**src/rtl/lvds_tx_serializer.sv**
```systemverilog
// N-lane LVDS transmit serialiser in the bit-clock domain: 1-deep pixel holding
// register, MSB-first lane shifters, forwarded clock-lane pattern and sticky underflow.
module lvds_tx_serializer #(
   parameter int                     LANES       = 4,
   parameter int                     RATIO       = 7,
   parameter logic [RATIO-1:0]       CLK_PATTERN = 7'b1100011,
   parameter logic [LANES*RATIO-1:0] IDLE_WORD   = {(LANES*RATIO){1'b0}}
) (
   input  logic                     lvdsBitClock,
   input  logic                     resetN,
   input  logic                     enable,
   input  logic [LANES*RATIO-1:0]   pixelData,
   input  logic                     pixelValid,
   output logic                     pixelReady,
   output logic [LANES-1:0]         lvdsData,
   output logic                     lvdsClkOut,
   output logic                     slotStart,
   output logic                     running,
   output logic                     underflow,
   input  logic                     underflowClear
);

   localparam int CW = (RATIO > 1) ? $clog2(RATIO) : 1;
   localparam logic [CW-1:0] CNT_LAST = CW'(RATIO - 1);
   localparam logic [CW-1:0] CNT_ONE  = CW'(32'd1);

   typedef enum logic [0:0] {ST_STOP = 1'b0, ST_RUN = 1'b1} state_t;

   state_t                      state_r;
   state_t                      state_s;
   logic [CW-1:0]               cnt_r;
   logic                        hold_full_r;
   logic [LANES*RATIO-1:0]      hold_data_r;
   logic [LANES-1:0][RATIO-1:0] shreg_r;
   logic [RATIO-1:0]            clk_shreg_r;
   logic                        slot_start_r;
   logic                        underflow_r;

   logic running_s, last_s, start_s, load_s, stop_s, ready_s, xfer_s, starve_s;

   // Slot-boundary and handshake decode
   always_comb begin
      running_s = (state_r == ST_RUN);
      last_s    = running_s && (cnt_r == CNT_LAST);
      start_s   = !running_s && enable;
      // enable is only looked at on a slot boundary: high reloads, low stops
      load_s    = start_s || (last_s && enable);
      stop_s    = last_s && !enable;
      ready_s   = (enable || running_s) && !hold_full_r;
      xfer_s    = pixelValid && ready_s;
      // start edges load idle silently; only a running boundary counts as starved
      starve_s  = last_s && enable && !hold_full_r;
   end

   // Run/stop next-state
   always_comb begin
      state_s = state_r;
      case (state_r)
         ST_STOP: begin
            if (enable) state_s = ST_RUN;
            else        state_s = ST_STOP;
         end
         ST_RUN: begin
            if (stop_s) state_s = ST_STOP;
            else        state_s = ST_RUN;
         end
         default: state_s = ST_STOP;
      endcase
   end

   // State, slot counter and holding register
   always_ff @(posedge lvdsBitClock) begin
      if (!resetN) begin
         state_r     <= ST_STOP;
         cnt_r       <= {CW{1'b0}};
         hold_full_r <= 1'b0;
         hold_data_r <= {(LANES*RATIO){1'b0}};
      end else begin
         state_r <= state_s;
         if (load_s || stop_s) begin
            cnt_r <= {CW{1'b0}};
         end else if (running_s) begin
            cnt_r <= cnt_r + CNT_ONE;
         end else begin
            cnt_r <= cnt_r;
         end
         if (xfer_s) begin
            hold_data_r <= pixelData;
            hold_full_r <= 1'b1;
         end else if (load_s && hold_full_r) begin
            hold_full_r <= 1'b0;
         end else begin
            hold_full_r <= hold_full_r;
         end
      end
   end

   // Lane and clock-lane shifters plus slot marker
   always_ff @(posedge lvdsBitClock) begin
      if (!resetN) begin
         shreg_r      <= {(LANES*RATIO){1'b0}};
         clk_shreg_r  <= {RATIO{1'b0}};
         slot_start_r <= 1'b0;
      end else if (load_s) begin
         shreg_r      <= hold_full_r ? hold_data_r : IDLE_WORD;
         clk_shreg_r  <= CLK_PATTERN;
         slot_start_r <= 1'b1;
      end else if (stop_s) begin
         shreg_r      <= {(LANES*RATIO){1'b0}};
         clk_shreg_r  <= {RATIO{1'b0}};
         slot_start_r <= 1'b0;
      end else if (running_s) begin
         for (int l = 0; l < LANES; l++) begin
            shreg_r[l] <= {shreg_r[l][RATIO-2:0], 1'b0};
         end
         clk_shreg_r  <= {clk_shreg_r[RATIO-2:0], 1'b0};
         slot_start_r <= 1'b0;
      end else begin
         slot_start_r <= 1'b0;
      end
   end

   // Sticky underflow; a starved boundary beats a simultaneous clear
   always_ff @(posedge lvdsBitClock) begin
      if (!resetN) begin
         underflow_r <= 1'b0;
      end else if (starve_s) begin
         underflow_r <= 1'b1;
      end else if (underflowClear) begin
         underflow_r <= 1'b0;
      end else begin
         underflow_r <= underflow_r;
      end
   end

   // Lane outputs are the shifter MSBs
   always_comb begin
      lvdsData = {LANES{1'b0}};
      for (int l = 0; l < LANES; l++) begin
         lvdsData[l] = shreg_r[l][RATIO-1];
      end
   end

   assign lvdsClkOut = clk_shreg_r[RATIO-1];
   assign slotStart  = slot_start_r;
   assign running    = running_s;
   assign underflow  = underflow_r;
   assign pixelReady = ready_s;

endmodule

```
**config.mk**
```make
export PLATFORM = sky130hd
export DESIGN_NAME = lvds_tx_serializer
export DESIGN_NICKNAME = d
export VERILOG_FILES = /design/src/rtl/lvds_tx_serializer.sv
export SDC_FILE = /design/constraint.sdc
export NUM_CORES = 1
export LEC_CHECK = 0
export ABC_AREA = 1
export CAP_MARGIN = 5
export CORE_MARGIN = 3
export CORE_UTILIZATION = 50
export CTS_BUF_LIST = sky130_fd_sc_hd__clkbuf_4
export CTS_CLUSTER_DIAMETER = 40
export DETAILED_ROUTE_END_ITERATION = 8
export GPL_TIMING_DRIVEN = 0
export PLACE_DENSITY_LB_ADDON = 0.08
export SLEW_MARGIN = 10
export SYNTH_ARGS = -nofsm -noshare
export SYNTH_HDL_FRONTEND = slang
export SYNTH_SLANG_ARGS = --single-unit
export TNS_END_PERCENT = 20
```
**constraint.sdc**
```tcl
create_clock -name lvdsBitClock -period 1.5 [get_ports lvdsBitClock]
set_input_delay 0.3 -clock lvdsBitClock [delete_from_list [all_inputs] [get_ports lvdsBitClock]]
set_output_delay 0.3 -clock lvdsBitClock [all_outputs]
set_load 0.05 [all_outputs]
```
==> impl_metrics.env <==
export IMPL_status="finished with violations"
export IMPL_violations="setup timing"
export IMPL_grt_overflow=0
export IMPL_whs_ps=294
export IMPL_crit_family="flip-flops"
export IMPL_crit_reg2reg_launch="cnt_r[1]$_SDFFE_PP0P_"
export IMPL_vias=2968
export IMPL_grt_usage=0.218
export IMPL_n_fill_cell=602
export IMPL_critPathKind="reg -> out"
export IMPL_route_detailed_drc=0
export IMPL_grt_max_degree=11
export IMPL_layout_commonest_cell="nand2_1"
export IMPL_r2r_end="shreg_r[17]$_SDFFE_PN0P_"
export IMPL_hold_path_depth=3
export IMPL_clockRootBuffer="clkbuf_4"
export IMPL_row_count=28
export IMPL_wl_per_cell_um=13.0
export IMPL_die_h_um=85.3
export IMPL_fin_area_mm2=0.00385
export IMPL_h_tree_depth=3
export IMPL_holdCritStartpoint="resetN"
export IMPL_fmax_ghz=0.656
export IMPL_die_w_um=85.3
export IMPL_antenna_found_initial=0
export IMPL_drv_cap=0
export IMPL_worstMarginPinSlew_ps=564
export IMPL_cts_tree="yes"
export IMPL_layout_common_cells="118 x nand2_1, 69 x dfxtp_1, 65 x a21oi_1"
export IMPL_worst_skew_pair_late_latency_ps=420
export IMPL_initial_core_util=0.522
export IMPL_hold_viol_final=0
export IMPL_drt_iter0_drc=262
export IMPL_gp_congestion=0.819
export IMPL_hpwl_um=5380
export IMPL_final_core_util=0.639
export IMPL_crit_chain="nor2_4 > nor2_4 > buf_8"
export IMPL_slew_viol_final=0
export IMPL_ys_seq_area_frac=0.445
export IMPL_final_setup_viol_count=1
export IMPL_ir_worst_vdd_mv=0.489
export IMPL_critical_path_arrival_ps=1220
export IMPL_static_leakage_power_nw=1.75
export IMPL_clock_path_buffers=2
export IMPL_cts_sinks=70
export IMPL_synthToLayoutAreaGrowth_pct=22.4
export IMPL_crit_fanout=4
export IMPL_crit_path_start="running$_SDFF_PN0_"
export IMPL_grt_pass1_wl_um=12800
export IMPL_slowest_stage="dfxtp_4"
export IMPL_cpPeakStageDelay_ps=380
export IMPL_top_level_ports=42
export IMPL_fin_ws_ps=-23.6
export IMPL_vias_per_cell=5.01
export IMPL_syn_area_mm2=0.00315
export IMPL_syn_nets=490
export IMPL_diodes=0
export IMPL_fin_skew_ps=15.0
export IMPL_finalNonFillerCells=593
export IMPL_hold_buffers=0
export IMPL_ys_warn_count=0
export IMPL_path_clk_slew_ps=120
export IMPL_placed_cells=570
export IMPL_startpoint_type="register"
export IMPL_netlist_cell_type_count=21
export IMPL_nets=549
export IMPL_final_min_clock_period_ps=1520
export IMPL_grt_pass1_vias=2782
export IMPL_layout_drive_gt1_share=0.125
export IMPL_die_area_mm2=0.00728
export IMPL_ys_ff_latch=70
export IMPL_hold_path_class="in -> reg"
export IMPL_post_dp_cell_area_mm2=0.00364
export IMPL_syn_mean_instance_area_um2=6.92
export IMPL_reg2reg_setup_slack_ps=30
export IMPL_pre_cts_ws_ps=-972
export IMPL_wirelength_um=7690
export IMPL_core_area_mm2=0.00603
export IMPL_whs_endpoint="shreg_r[4]$_SDFFE_PN0P_"
export IMPL_first_pass_iters=4
export IMPL_io_buffers=40
export IMPL_end_kind="primary output"
export IMPL_rr_worst_depth=7
export IMPL_path_buf_inv=1
export IMPL_fin_crit_sh=1.02
export IMPL_synthCells=455
export IMPL_maxSlewHeadroom=0.624
export IMPL_p_per_area_mw_per_mm2=957
export IMPL_required_ps=1200
export IMPL_cp_common_cell="nor2_4"
export IMPL_rsz0062_at_grt="true"
export IMPL_ant_nets=0
export IMPL_cts_buffers=9
==> worst max path at each step <==
stage	end	slack, ps	cells after the start
floorplan	hold_data_r[23]$_SDFFE_PN0P_	110	5
global placement	pixelReady	-970	5
detailed placement	pixelReady	-970	5
CTS	pixelReady	-60	4
global route	pixelReady	-60	3
finish	pixelReady	-20	3
==> cells in the mapped netlist <==
library cell / number / area [um2]
buf_1: 1 / 3.75
nor2_4: 2 / 22.5
nand4_1: 2 / 12.5
a21oi_1: 65 / 325
o21ai_0: 24 / 120
dfxtp_1: 70 / 1400
ha_1: 2 / 25.0
nand3_1: 62 / 310
nor2_1: 11 / 41.3
xor2_1: 1 / 8.76
buf_4: 10 / 75.1
buf_2: 11 / 55.1
nand2_2: 1 / 6.26
clkbuf_1: 13 / 48.8
or2_2: 1 / 6.26
nand2_1: 118 / 443
and3_1: 1 / 6.26
a21oi_2: 1 / 8.76
inv_1: 55 / 206
nand3_2: 1 / 10.0
inv_2: 3 / 11.3
==> kinds of logic (layout without fill, tap and decap cells) <==
logic type      count (synthesis)  in the layout  synth area share
fa+ha+maj                       2              2           0.00795
simple gates                  199            199             0.273
flops                          70             70             0.445
compound gates                 90             90             0.144
buf+inv                        93            156             0.127
xor+xnor                        1              1           0.00278
==> sequential cells by signal, summed over array words and instances (netlist names) <==
name,cells
lvdsData,4
running,1
underflow,1
hold_full_r,1
cnt_r,3
slotStart,1
clk_shreg_r,7
shreg_r,24
hold_data_r,28
==> through the flow <==
| step | TNS [ps] | total power [W] |
|---|---|---|
| floorplan | 0 | 0.00246 |
| global placement | -17980 | 0.00267 |
| detailed placement | -18990 | 0.00268 |
| CTS | -64.5 | 0.00369 |
| global route | -256 | 0.00385 |
| finish | -23.6 | 0.00369 |
==> worst reg2reg max path: stages (launching register included) <==
cell and delay [ps]:
dfxtp_1 430, ha_4 180, nand2_1 90, a21oi_4 180, buf_4 140, buf_2 180, nand2_1 70, a21oi_1 140
==> power breakdown <==
part | internal (W) | switching [W]
registers | 0.00196 | 0.0000576
logic | 0.000274 | 0.000382
clock network | 0.000376 | 0.000634
total | 0.00261 | 0.00107
==> routing by layer <==
| metal | global-route usage | vias up | routed length [um] | share of wire |
|---|---|---|---|---|
| li1 | - | 1566 | - | - |
| met1 | 0.296 | 1324 | 3720 | 0.48 |
| met2 | 0.348 | 67 | 3510 | 0.46 |
| met3 | 0.0311 | 11 | 335 | 0.044 |
| met4 | 0.0892 | 0 | 119 | 0.015 |
| met5 | 0 | - | 0 | 0 |
==> layout make-up <==
cell class | instances | area (um2) | area share
flip-flops and latches | 70 | 1410 | 0.365
multi-input cells | 292 | 1370 | 0.356
repair buffers | 49 | 455 | 0.118
inverters | 58 | 218 | 0.0565
plain buffers | 34 | 206 | 0.0536
well taps | 75 | 93.8 | 0.0244
clock buffers | 12 | 90.1 | 0.0234
clock inverters | 3 | 12.5 | 0.00325
==> repair_timing <==
| action | 4_1_cts | 5_1_grt |
|---|---|---|
| pin swaps | 1 | 3 |
| resized for setup | 51 | 11 |
| cloned | 0 | 3 |
| setup endpoints to repair | 46 | 38 |
| setup buffers | 3 | 3 |
Note: power is estimated with default switching activity, not from simulation.
